==> src/rtl/frame_pkg.sv <==
// Shared types and constants for the frame decoder: FSM states, default SYNC byte,
// and the address-width helper used to size buffer pointers from DEPTH.
package frame_pkg;

    typedef enum logic [2:0] {
        ST_HUNT,
        ST_LEN,
        ST_DATA,
        ST_CHK,
        ST_DRAIN
    } state_e;

    localparam logic [7:0] SYNC_DEFAULT = 8'hA5;

    // A one-entry-wide address would be zero bits, so clamp to at least 1.
    function automatic int addr_width(input int depth);
        return (depth <= 2) ? 1 : $clog2(depth);
    endfunction

endpackage

==> src/rtl/frame_buffer.sv <==
// DEPTH x 8 payload store: synchronous write, asynchronous (combinational) read.
module frame_buffer #(
    parameter int DEPTH = 16,
    parameter int AW    = 4
) (
    input  logic          clk,
    input  logic          we,
    input  logic [AW-1:0] waddr,
    input  logic [7:0]    wdata,
    input  logic [AW-1:0] raddr,
    output logic [7:0]    rdata
);

    logic [7:0] mem_q [DEPTH];

    generate
        for (genvar gi = 0; gi < DEPTH; gi++) begin : g_entry
            always_ff @(posedge clk) begin
                if (we && (waddr == AW'(gi))) begin
                    mem_q[gi] <= wdata;
                end
            end
        end
    endgenerate

    assign rdata = mem_q[raddr];

endmodule

==> src/rtl/frame_decode.sv <==
// Frame decoder: SYNC, LEN, payload, CHK; validated payload is replayed on a
// stream output. Optional inter-byte timeout is enabled by FRAME_TIMEOUT_EN.
module frame_decode
    import frame_pkg::*;
#(
    parameter int          DEPTH   = 16,
    parameter logic [7:0]  SYNC    = SYNC_DEFAULT,
    parameter int          TIMEOUT = 50000
) (
    input  logic       clk,
    input  logic       rst_n,
    input  logic       rx_stb,
    input  logic [7:0] rx_dat,
    output logic       rx_rdy,
    output logic       out_stb,
    output logic [7:0] out_dat,
    output logic       out_last,
    input  logic       out_rdy,
    output logic       err_stb,
    output logic [7:0] err_cnt
);

    localparam int         AW      = addr_width(DEPTH);
    localparam logic [8:0] DEPTH_V = 9'(DEPTH);

    state_e     state_q, state_d;
    logic [7:0] len_q, len_d;
    logic [7:0] wr_q, wr_d;
    logic [7:0] rd_q, rd_d;
    logic [7:0] sum_q, sum_d;
    logic       err_stb_q, err_stb_d;
    logic [7:0] err_cnt_q, err_cnt_d;
    logic       err_event;
    logic       buf_we;
    logic       rx_acc;
    logic       out_acc;
    logic       is_last;

`ifdef FRAME_TIMEOUT_EN
    localparam int TW = $clog2(TIMEOUT + 1);
    logic [TW-1:0] timer_q, timer_d;
    logic          timer_active;
    logic          timeout_hit;
`endif

    // Outputs are forced quiet while reset is held, not just after the edge.
    assign rx_rdy   = rst_n && (state_q != ST_DRAIN);
    assign out_stb  = rst_n && (state_q == ST_DRAIN);
    assign is_last  = (rd_q == len_q - 8'd1);
    assign out_last = out_stb && is_last;
    assign err_stb  = rst_n && err_stb_q;
    assign err_cnt  = rst_n ? err_cnt_q : 8'd0;
    assign rx_acc   = rx_stb && rx_rdy;
    assign out_acc  = out_stb && out_rdy;

    frame_buffer #(
        .DEPTH (DEPTH),
        .AW    (AW)
    ) u_buffer (
        .clk   (clk),
        .we    (buf_we),
        .waddr (wr_q[AW-1:0]),
        .wdata (rx_dat),
        .raddr (rd_q[AW-1:0]),
        .rdata (out_dat)
    );

`ifdef FRAME_TIMEOUT_EN
    assign timer_active = (state_q == ST_LEN) || (state_q == ST_DATA) || (state_q == ST_CHK);
    assign timeout_hit  = timer_active && !rx_acc && (timer_q == TW'(TIMEOUT - 1));
    assign timer_d      = (timer_active && !rx_acc && !timeout_hit) ? timer_q + 1'b1 : '0;
`endif

    always_comb begin
        state_d   = state_q;
        len_d     = len_q;
        wr_d      = wr_q;
        rd_d      = rd_q;
        sum_d     = sum_q;
        err_event = 1'b0;
        buf_we    = 1'b0;

        case (state_q)
            ST_HUNT: begin
                if (rx_acc && (rx_dat == SYNC)) begin
                    state_d = ST_LEN;
                end
            end
            ST_LEN: begin
                if (rx_acc) begin
                    if ((rx_dat == 8'd0) || ({1'b0, rx_dat} > DEPTH_V)) begin
                        err_event = 1'b1;
                        state_d   = ST_HUNT;
                    end else begin
                        len_d   = rx_dat;
                        sum_d   = rx_dat;
                        wr_d    = 8'd0;
                        state_d = ST_DATA;
                    end
                end
            end
            ST_DATA: begin
                if (rx_acc) begin
                    buf_we = 1'b1;
                    sum_d  = sum_q + rx_dat;
                    wr_d   = wr_q + 8'd1;
                    if (wr_q == len_q - 8'd1) begin
                        state_d = ST_CHK;
                    end
                end
            end
            ST_CHK: begin
                if (rx_acc) begin
                    if (8'(sum_q + rx_dat) == 8'd0) begin
                        rd_d    = 8'd0;
                        state_d = ST_DRAIN;
                    end else begin
                        err_event = 1'b1;
                        state_d   = ST_HUNT;
                    end
                end
            end
            ST_DRAIN: begin
                if (out_acc) begin
                    rd_d = rd_q + 8'd1;
                    if (is_last) begin
                        state_d = ST_HUNT;
                    end
                end
            end
            default: state_d = ST_HUNT;
        endcase

`ifdef FRAME_TIMEOUT_EN
        if (timeout_hit) begin
            err_event = 1'b1;
            state_d   = ST_HUNT;
        end
`endif

        err_stb_d = err_event;
        err_cnt_d = (err_event && (err_cnt_q != 8'hFF)) ? err_cnt_q + 8'd1 : err_cnt_q;
    end

    always_ff @(posedge clk) begin
        if (!rst_n) begin
            state_q   <= ST_HUNT;
            len_q     <= 8'd0;
            wr_q      <= 8'd0;
            rd_q      <= 8'd0;
            sum_q     <= 8'd0;
            err_stb_q <= 1'b0;
            err_cnt_q <= 8'd0;
`ifdef FRAME_TIMEOUT_EN
            timer_q   <= '0;
`endif
        end else begin
            state_q   <= state_d;
            len_q     <= len_d;
            wr_q      <= wr_d;
            rd_q      <= rd_d;
            sum_q     <= sum_d;
            err_stb_q <= err_stb_d;
            err_cnt_q <= err_cnt_d;
`ifdef FRAME_TIMEOUT_EN
            timer_q   <= timer_d;
`endif
        end
    end

endmodule

==> config.mk <==
export PLATFORM = sky130hd
export DESIGN_NAME = frame_decode
export DESIGN_NICKNAME = d
export VERILOG_FILES = /design/src/rtl/frame_pkg.sv /design/src/rtl/frame_buffer.sv /design/src/rtl/frame_decode.sv
export SDC_FILE = /design/constraint.sdc
export NUM_CORES = 1
export LEC_CHECK = 0
export BUFFER_PORTS_ARGS = -buffer_cell sky130_fd_sc_hd__buf_2
export CORE_MARGIN = 2
export CORE_UTILIZATION = 50
export CTS_BUF_LIST = sky130_fd_sc_hd__clkbuf_16
export CTS_CLUSTER_DIAMETER = 200
export DETAILED_ROUTE_END_ITERATION = 8
export GPL_ROUTABILITY_DRIVEN = 0
export PLACE_DENSITY = 0.67
export SETUP_SLACK_MARGIN = 0.02
export SYNTH_ARGS = -nofsm -noshare
export SYNTH_HDL_FRONTEND = slang
export SYNTH_SLANG_ARGS = --single-unit
==> constraint.sdc <==
create_clock -name clk -period 3.4 [get_ports clk]
set_input_delay 0.68 -clock clk [delete_from_list [all_inputs] [get_ports clk]]
set_output_delay 0.68 -clock clk [all_outputs]
set_load 0.05 [all_outputs]
; Yosys cells after proc, flatten, opt, wreduce, memory -nomap -nowiden
; Memory sizes are Yosys's and may differ from the RTL's. A register that Yosys moved wholly into a read port is not among the register bits.
; Cells that the tools add are included.
[classes]
eq_ne = 33
magnitude_cmp = 1
n_reduce_logical = 50
add_sub_neg = 5
bitwise_logic = 1
mux = 109
[ops]
columns = op, count
row1 = 2-to-1 mux 8 bit, 25
row2 = OR reduction 8 bit, 15
row3 = 2-to-1 mux 4 bit, 17
row4 = 2-to-1 mux 1 bit, 53
row5 = case mux 8 bit (2 select lines), 3
row6 = "== test 4 bit, second input constant", 8
row7 = "adder 8 x 1 -> 8 bit, second input constant", 3
row8 = logical AND 1 bit, 24
row9 = 2-to-1 mux 3 bit, 8
row10 = "!= test 2 bit, second input constant", 9
row11 = "== test 4 x 3 -> 1 bit, second input constant", 4
row12 = == test 8 bit, 2
row13 = zero test 8 bit, 2
row14 = case mux 3 bit (5 select lines), 1
row15 = adder 8 bit, 1
row16 = "== test 4 x 2 -> 1 bit, second input constant", 2
row17 = "== test 8 bit, second input constant", 1
row18 = "> comparator 8 x 5 -> 1 bit, second input constant", 1
row19 = "!= test 8 bit, second input constant", 1
row20 = AND reduction 4 bit, 2
row21 = "subtractor 8 x 1 -> 8 bit, second input constant", 1
row22 = AND reduction 7 bit, 1
row23 = "== test 3 x 2 -> 1 bit, second input constant", 2
row24 = "== test 4 x 1 -> 1 bit, second input constant", 1
row25 = other kinds (11), 12
[word_totals]
mem_bits_rw = 128
mem_count = 1
input_bits = 12
register_bits = 44
out_inout_bits = 20
[memory_table]
columns = name, words, width, read_ports, rd_ports_with_merged_regs, wr, line
row1 = u_buffer.mem_q, 16, 8, 1, 1, 1, frame_buffer.sv:14  ; logic [7:0] mem_q [DEPTH];

; Logic depth before layout (Yosys ltp)
; Gate-level depths: netlist (run 1).
[logic_depth]
depth_word = 24
mapped_depth = 11

; Modules after synthesis
; Synthesis (run 1) repeated with hierarchy kept, for this count alone.
[hier_totals]
cells_unflattened = 549
hier_area_um2 = 7813.7
[by_module_without_submodules]
columns = mod, area_per_inst_um2, cells_per_inst, instances
row1 = frame_buffer, 4987.3, 221, 1
row2 = frame_decode, 2826.5, 328, 1

; Least setup slack after synthesis (run 1)
; Ideal clock, no wire load.
[synth_path]
kind = in2out
from = input port rst_n
to = output port out_last
t_arrival_ps = 2489
path_stages = 5
t_required_ps = 2720
slack_ps = 231
path_cell_list = clkbuf_1 -> inv_1 -> clkbuf_1 -> nor2_1 -> and2_1
[synth_via]
elab_chain_cells = 2
[synth_lines]
columns = element, line
row1 = from (decl), frame_decode.sv:11  ; input logic rst_n,
row2 = logical AND 1 bit, frame_decode.sv:48  ; assign out_stb = rst_n && (state_q == ST_DRAIN);
row3 = named net out_stb, frame_decode.sv:15  ; output logic out_stb,
row4 = logical AND 1 bit, frame_decode.sv:50  ; assign out_last = out_stb && is_last;
row5 = to (decl), frame_decode.sv:17  ; output logic out_last,
; The timed path passes the listed nets, and every way through them passes these cells.

; Worst setup path after layout (run 1)
[layout_path]
from = register len_q[1]
to = output port out_last
[layout_via]
elab_chain_cells = 3
[layout_lines]
columns = element, line
row1 = from (decl), frame_decode.sv:27  ; logic [7:0] len_q, len_d;
row2 = from (signal assigned), frame_decode.sv:159  ; len_q <= len_d;
row3 = subtractor 8 x 1 -> 8 bit, frame_decode.sv:49  ; assign is_last = (rd_q == len_q - 8'd1);
row4 = == test 8 bit, frame_decode.sv:49
row5 = logical AND 1 bit, frame_decode.sv:50
; No other way between the ends.

==> flow_summary_export.csv, run 1 <==
group,metric,value,unit
route,route.detailed.drc,0,
route,first_pass_iters,5,
clocking,postCtsSetupBuffers,0,
grt,grt_usage,21.5,%
placed_design,dp.final_hpwl,11.4,mm
clocking,clock-sinks,176,
yosys,synth-edff-count,128,
timing,finalSetupViolCount,0,
yosys,syn-mean-instance-area,14.0,sq um
grt,grt-ovfl-total,0,
clocking,cts_htree_levels,4,
layout,seq_area,0.00481,sq mm
timing,finalCritPeriodShare,96.1,%
floorplanning,die_w,130,um
yosys,seq_area_frac_synth,60.6,%
timing,hold-worst-slack,0.463,ns
yosys,synthFlopType,"edfxtp_1",
clocking,cts_root_buf,"clkbuf_16",
route,drtIter0Drc,474,
layout,multiInputGateArea,0.00296,sq mm
route,routed_wl,17.0,mm
clocking,worstSkewPairLatency,0.42,ns
power_and_ir_drop,p_leak,3.24,nW
timing,fin_crit,3.27,ns
layout,n_antenna_cell,0,
power_and_ir_drop,p_sw,0.860,mW
timing,finClkSkew,0.00668,ns
setup_path,required,2.72,ns
clocking,cts_buffer_depth,2,
placed_design,io_buffer_count,31,
route,avgViaCountPerCell,5.84,
layout,stdcell_count,837,
setup_path,worst-path-max-fanout,6,
setup_path,worstSetupEndpointType,"primary output",
route,drtAntennaViolNets,0,
timing,max_freq,0.306,GHz
route,vias,4892,
layout,syn_to_final_growth,13.0,%
yosys,syn_nets,595,
floorplanning,fp.dieH,130,um
layout,nets,635,
floorplanning,start_util,50.5,%
yosys,ys_ff_latch,176,
setup_path,crit_arrival,2.59,ns
grt,first_global_vias,4819,
timing,hold_viol,0,
timing,rsz0062_at_grt,"no",
clocking,tritoncts,"done",
clocking,clk_pin_slew,0.07,ns
timing,tightest_slew,0.689,ns
layout,postLayoutCoreUtil,57.1,%
timing,slew_headroom,54.0,%
route,post_drt_wl_per_cell,20.4,um
placed_design,dp_cells,805,
yosys,ys_warn_count,0,
timing,slew_violations,0,
grt,grt_max_degree,33,
floorplanning,die_area,0.0169,sq mm
layout,nFillCells,1242,
grt,antenna_found_initial,0,
yosys,async_flop_share,0,%
grt,grt_pass1_wl,26.6,mm
status,status,"completed",
worst_hold_path,hp-class,"register to register",
power_and_ir_drop,pwr-share-seq,54.7,%
power_and_ir_drop,pwr-share-comb,2.1,%
floorplanning,num_rows,46,
yosys,synthCells,568,
power_and_ir_drop,intPower,3.34,mW
power_and_ir_drop,power.density,469,mW/mm^2
floorplanning,coreArea,0.0157,sq mm
clocking,numCtsBuffers,17,
floorplanning,ios,32,
run,maxCapViolCount,0,
yosys,syn_area,0.00793,sq mm
setup_path,cp-start-kind,"register",
layout,drive_above_1_share,21.6,%
timing,setup_tns,0,ns
setup_path,setup.worst_path.class,"register to primary output",
power_and_ir_drop,p_clk_share,43.2,%
power_and_ir_drop,swShare,20.5,%
yosys,synth_cell_types,66,
power_and_ir_drop,vdd_drop_max,334,uV
-- flip-flops by register name, indices dropped and copies added, names as in the netlist, named ones only --
signal and flops:
err_cnt_q 8, err_stb_q 1, sum_q 8, rd_q 8, state_q 3, u_buffer.mem_q 128
wr_q 8, len_q 8
-- worst paths after layout --
path | startpoint | endpoint | slack (ns) | cells after the start
setup / recovery | len_q[1] | out_last | 0.13 | 9
hold / removal | err_cnt_q[4] | err_cnt_q[4] | 0.46 | 1
setup reg to reg | sum_q[3] | err_cnt_q[7] | 0.52 | 8
hold reg to reg | err_cnt_q[4] | err_cnt_q[4] | 0.46 | 1
-- stage by stage --
stage	cell area (sq um)	setup WS, ns	total power, mW
2_1_floorplan	7930	0.231	2.38
4_1_cts	8950	0.0261	4.24
5_1_grt	8960	0.0237	4.32
3_3_place_gp	8380	0.129	2.43
3_5_place_dp	8380	0.0610	2.43
6_report	8960	0.133	4.20
-- power groups by stage --
stage | clock (mW) | sequential, mW | combinational (mW)
global placement | 0 | 2.34 | 0.0866
global route | 1.93 | 2.30 | 0.0982
CTS | 1.85 | 2.30 | 0.0899
finish | 1.81 | 2.30 | 0.0894
detailed placement | 0 | 2.34 | 0.0894
floorplan | 0 | 2.34 | 0.0312
-- critical path, stage by stage, from the launching register on --
cell and delay (ns):
dfxtp_1 0.44, inv_1 0.07, ha_1 0.35, xor2_1 0.16, o211ai_1 0.11, a221oi_1 0.22, nand3_1 0.15, nor4_4 0.28
and2_1 0.17, clkbuf_4 0.22
-- layer usage --
metal  GRT usage, %  vias to the layer above  wire (um)
met2           34.2                      163       8140
met5              0                        -          0
met4           7.46                        0        288
met3           4.31                       25        851
li1               -                     2259          -
met1           30.0                     2445       7760
-- cell type report --
cell class,count,share of cell area [%]
clock buffer,19,5.30
tap,216,3.01
inverter,19,0.796
clock inverter,13,0.963
sequential,176,53.6
multi-input combinational,346,33.0
timing repair buffer,48,3.32
-- cells in the mapped netlist (4+ instances only) --
library cell	instances	area share, %
a211oi_1	4	0.38
a21oi_1	19	1.2
a31oi_1	5	0.39
and2_1	24	1.9
and3_1	14	1.1
buf_2	5	0.32
clkbuf_1	19	0.90
dfxtp_1	48	12
edfxtp_1	128	48
ha_1	14	2.2
inv_1	19	0.90
mux2i_1	9	1.1
mux4_2	40	11
nand2_1	29	1.4
nand2b_1	5	0.39
nand3_1	20	1.3
nand4_1	6	0.47
nor2_1	41	1.9
nor2b_1	8	0.63
nor3_1	7	0.44
nor4_1	6	0.47
o211ai_1	4	0.38
o21ai_0	5	0.32
xnor2_1	10	1.1
xor2_1	20	2.2
-- cells in the final DEF (no fill, tap or decap), types with 3 or more instances in the layout --
master / count
mux2i_1: 9
nor4_1: 5
dfxtp_1: 46
xnor2_1: 10
nand4_1: 6
and2_1: 24
o211ai_1: 4
o21ai_0: 5
inv_1: 22
a311oi_2: 3
nor2_1: 41
buf_4: 16
nand2_1: 29
nor3b_1: 3
a21oi_1: 19
a311oi_1: 3
a211oi_1: 4
and3_1: 14
buf_2: 30
nand2b_1: 5
or4_1: 3
mux4_2: 40
a31oi_1: 5
nor3_1: 7
a21o_1: 3
nor2b_1: 8
edfxtp_1: 128
clkbuf_16: 19
nand3b_1: 3
ha_1: 14
nand3_1: 20
xor2_1: 20
-- repair_timing --
item,in CTS,in global routing
hold endpoints to repair,0,0
endpoints found under the setup margin,1,1
hold buffers,0,0
gates resized for setup,2,2
-- cells by family after synthesis --
group / after synthesis / synth area share (%)
simple gates: 181 / 12.1
flops: 176 / 60.6
compound gates: 68 / 6.26
mux: 52 / 13.0
buf+inv: 46 / 2.35
xor+xnor: 30 / 3.31
fa+ha+maj: 15 / 2.46
(Power assumes the default switching activity.)
==> inputs of run 2 (changes only) <==
--- a/config.mk
+++ b/config.mk
@@ -12,7 +12,7 @@
 export CTS_CLUSTER_DIAMETER = 200
 export DETAILED_ROUTE_END_ITERATION = 8
 export GPL_ROUTABILITY_DRIVEN = 0
-export PLACE_DENSITY = 0.67
+export PLACE_DENSITY_LB_ADDON = 0.08
 export SETUP_SLACK_MARGIN = 0.02
 export SYNTH_ARGS = -nofsm -noshare
 export SYNTH_HDL_FRONTEND = slang
==> constraint.sdc (replaced) <==
create_clock -name clk -period 3.95 [get_ports clk]
set_input_delay 0.79 -clock clk [delete_from_list [all_inputs] [get_ports clk]]
set_output_delay 0.79 -clock clk [all_outputs]
set_load 0.05 [all_outputs]
==> run 2 against run 1 <==
Sequential share of layout area about the same. Power fell by 8.9%. Combinational power down 15%. Global-route usage up 0.56 points. Non-clock buffer count is 6 lower. Worst setup slack improved by 0.19 ns. Register-to-register slack better by 0.45 ns. Routed wire length grew 3.5%. Clock power is 2% lower. Die area did not move. Highest routed layer unchanged. Clock skew is 0.0098 ns higher. Largest power group unchanged. Largest cell class unchanged. Cell count decreased by 0.72%.
==> flow_summary_export.csv, run 2 (synthesis gave the netlist of run 1 again) <==
group,metric,value,unit
clocking,post_cts_resized,0,
status,status,"completed",
clocking,worstSkewPairLatency,0.43,ns
floorplanning,num_rows,46,
floorplanning,start_util,50.5,%
layout,final_common_cell,"edfxtp_1",
setup_path,crit_arrival,2.84,ns
route,avgViaCountPerCell,5.73,
timing,max_freq,0.276,GHz
layout,drive_above_1_share,21.1,%
floorplanning,die_area,0.0169,sq mm
power_and_ir_drop,power.density,426,mW/mm^2
timing,slew_violations,0,
clocking,cts_buffer_depth,2,
clocking,clk_pin_slew,0.07,ns
timing,finalSetupViolCount,0,
power_and_ir_drop,vdd_drop_max,295,uV
setup_path,worst-path-max-fanout,8,
placed_design,io_buffer_count,31,
floorplanning,fp.dieH,130,um
clocking,tritoncts,"done",
clocking,cts_hold_buffers,0,
timing,setup_tns,0,ns
layout,nFillCells,1256,
route,routed_wl,17.6,mm
timing,rsz0062_at_grt,"no",
floorplanning,die_w,130,um
power_and_ir_drop,p_leak,3.21,nW
timing,finClkSkew,0.0165,ns
placed_design,dp.final_hpwl,11.5,mm
route,drtAntennaViolNets,0,
layout,syn_to_final_growth,13.0,%
grt,antenna_found_initial,0,
timing,finalCritPeriodShare,91.8,%
setup_path,cp-start-kind,"register",
timing,hold_viol,0,
floorplanning,coreArea,0.0157,sq mm
run,maxCapViolCount,0,
clocking,postCtsSetupBuffers,0,
timing,tightest_slew,0.647,ns
grt,grt_usage,22.1,%
setup_path,required,3.16,ns
grt,grt_pass1_wl,27.2,mm
route,post_drt_wl_per_cell,21.2,um
layout,final_cell_mix,"edfxtp_1, dfxtp_1, nor2_1, mux4_2, buf_2",
layout,largest-register,"u_buffer.mem_q",
timing,slew_headroom,56.7,%
route,first_pass_iters,5,
clocking,cts_htree_levels,4,
grt,first_global_vias,4704,
timing,fin_crit,3.63,ns
layout,post-route-cell-area,0.00897,sq mm
placed_design,dpl_cell_area,0.00834,sq mm
clocking,numCtsBuffers,17,
grt,grt_max_degree,33,
setup_path,setup.worst_path.class,"register to primary output",
layout,n_antenna_cell,0,
floorplanning,ios,32,
layout,multiInputGateArea,0.00294,sq mm
worst_hold_path,hp-class,"register to register",
route,vias,4765,
route,drtIter0Drc,429,
route,route.detailed.drc,0,
clocking,cts_root_buf,"clkbuf_16",
layout,largest_reg_flops,128,
clocking,clock-sinks,176,
layout,seq_area,0.00481,sq mm
grt,grt-ovfl-total,0,
layout,nets,629,
setup_path,worstSetupEndpointType,"primary output",
## run 2: layer usage
metal	GRT usage (%)	part of all wire, %	up-vias	routed length (um)
li1	-	-	2240	-
met1	31.7	47	2404	8240
met2	35.6	49	113	8640
met3	4.26	3.9	8	687
met4	4.68	0.45	0	79
met5	0	0	-	0
## run 2: worst paths after layout
kind	startpoint	end	slack, ns	cells after the start
setup / recovery	len_q[0]	out_last	0.32	9
hold / removal	err_cnt_q[4]	err_cnt_q[4]	0.46	1
hold reg to reg	err_cnt_q[4]	err_cnt_q[4]	0.46	1
setup reg to reg	sum_q[0]	err_cnt_q[7]	0.97	10
## run 2: power by group
part           internal, mW  leakage, nW  switching [mW]
sequential             1.98         1.54       0.0000438
clock                  1.02        0.305           0.754
combinational        0.0191         1.37          0.0570
## run 2: stage by stage
| step | power, mW | worst slack (ns) | std cells | hold WS, ns | util [%] |
|---|---|---|---|---|---|
| floorplan | 2.04 | 0.561 | 568 | 0.426 | - |
| finish | 3.82 | 0.323 | 831 | 0.456 | 57.1 |
| global route | 3.93 | 0.120 | 831 | 0.495 | 57.1 |
| detailed placement | 2.09 | 0.299 | 799 | 0.449 | 53.1 |
| CTS | 3.85 | 0.284 | 831 | 0.459 | 57.1 |
| global placement | 2.09 | 0.421 | 799 | 0.443 | 53.1 |
## run 2: worst max-delay path, cell delays in order, from the launching register on
cell and delay [ns]:
dfxtp_1 0.51, inv_1 0.08, ha_1 0.25, xnor2_1 0.29, o211ai_1 0.13, a221oi_1 0.22, nand3_1 0.10, nor4_1 0.39
and2_1 0.19, buf_2 0.25
## run 2: final cells by class
type / instances / area share [%]
flip-flops and latches: 176 / 53.6
well taps: 216 / 3.01
clock inverters: 15 / 2.26
repair buffers: 42 / 2.79
inverters: 19 / 0.795
multi-input cells: 346 / 32.8
clock buffers: 17 / 4.74
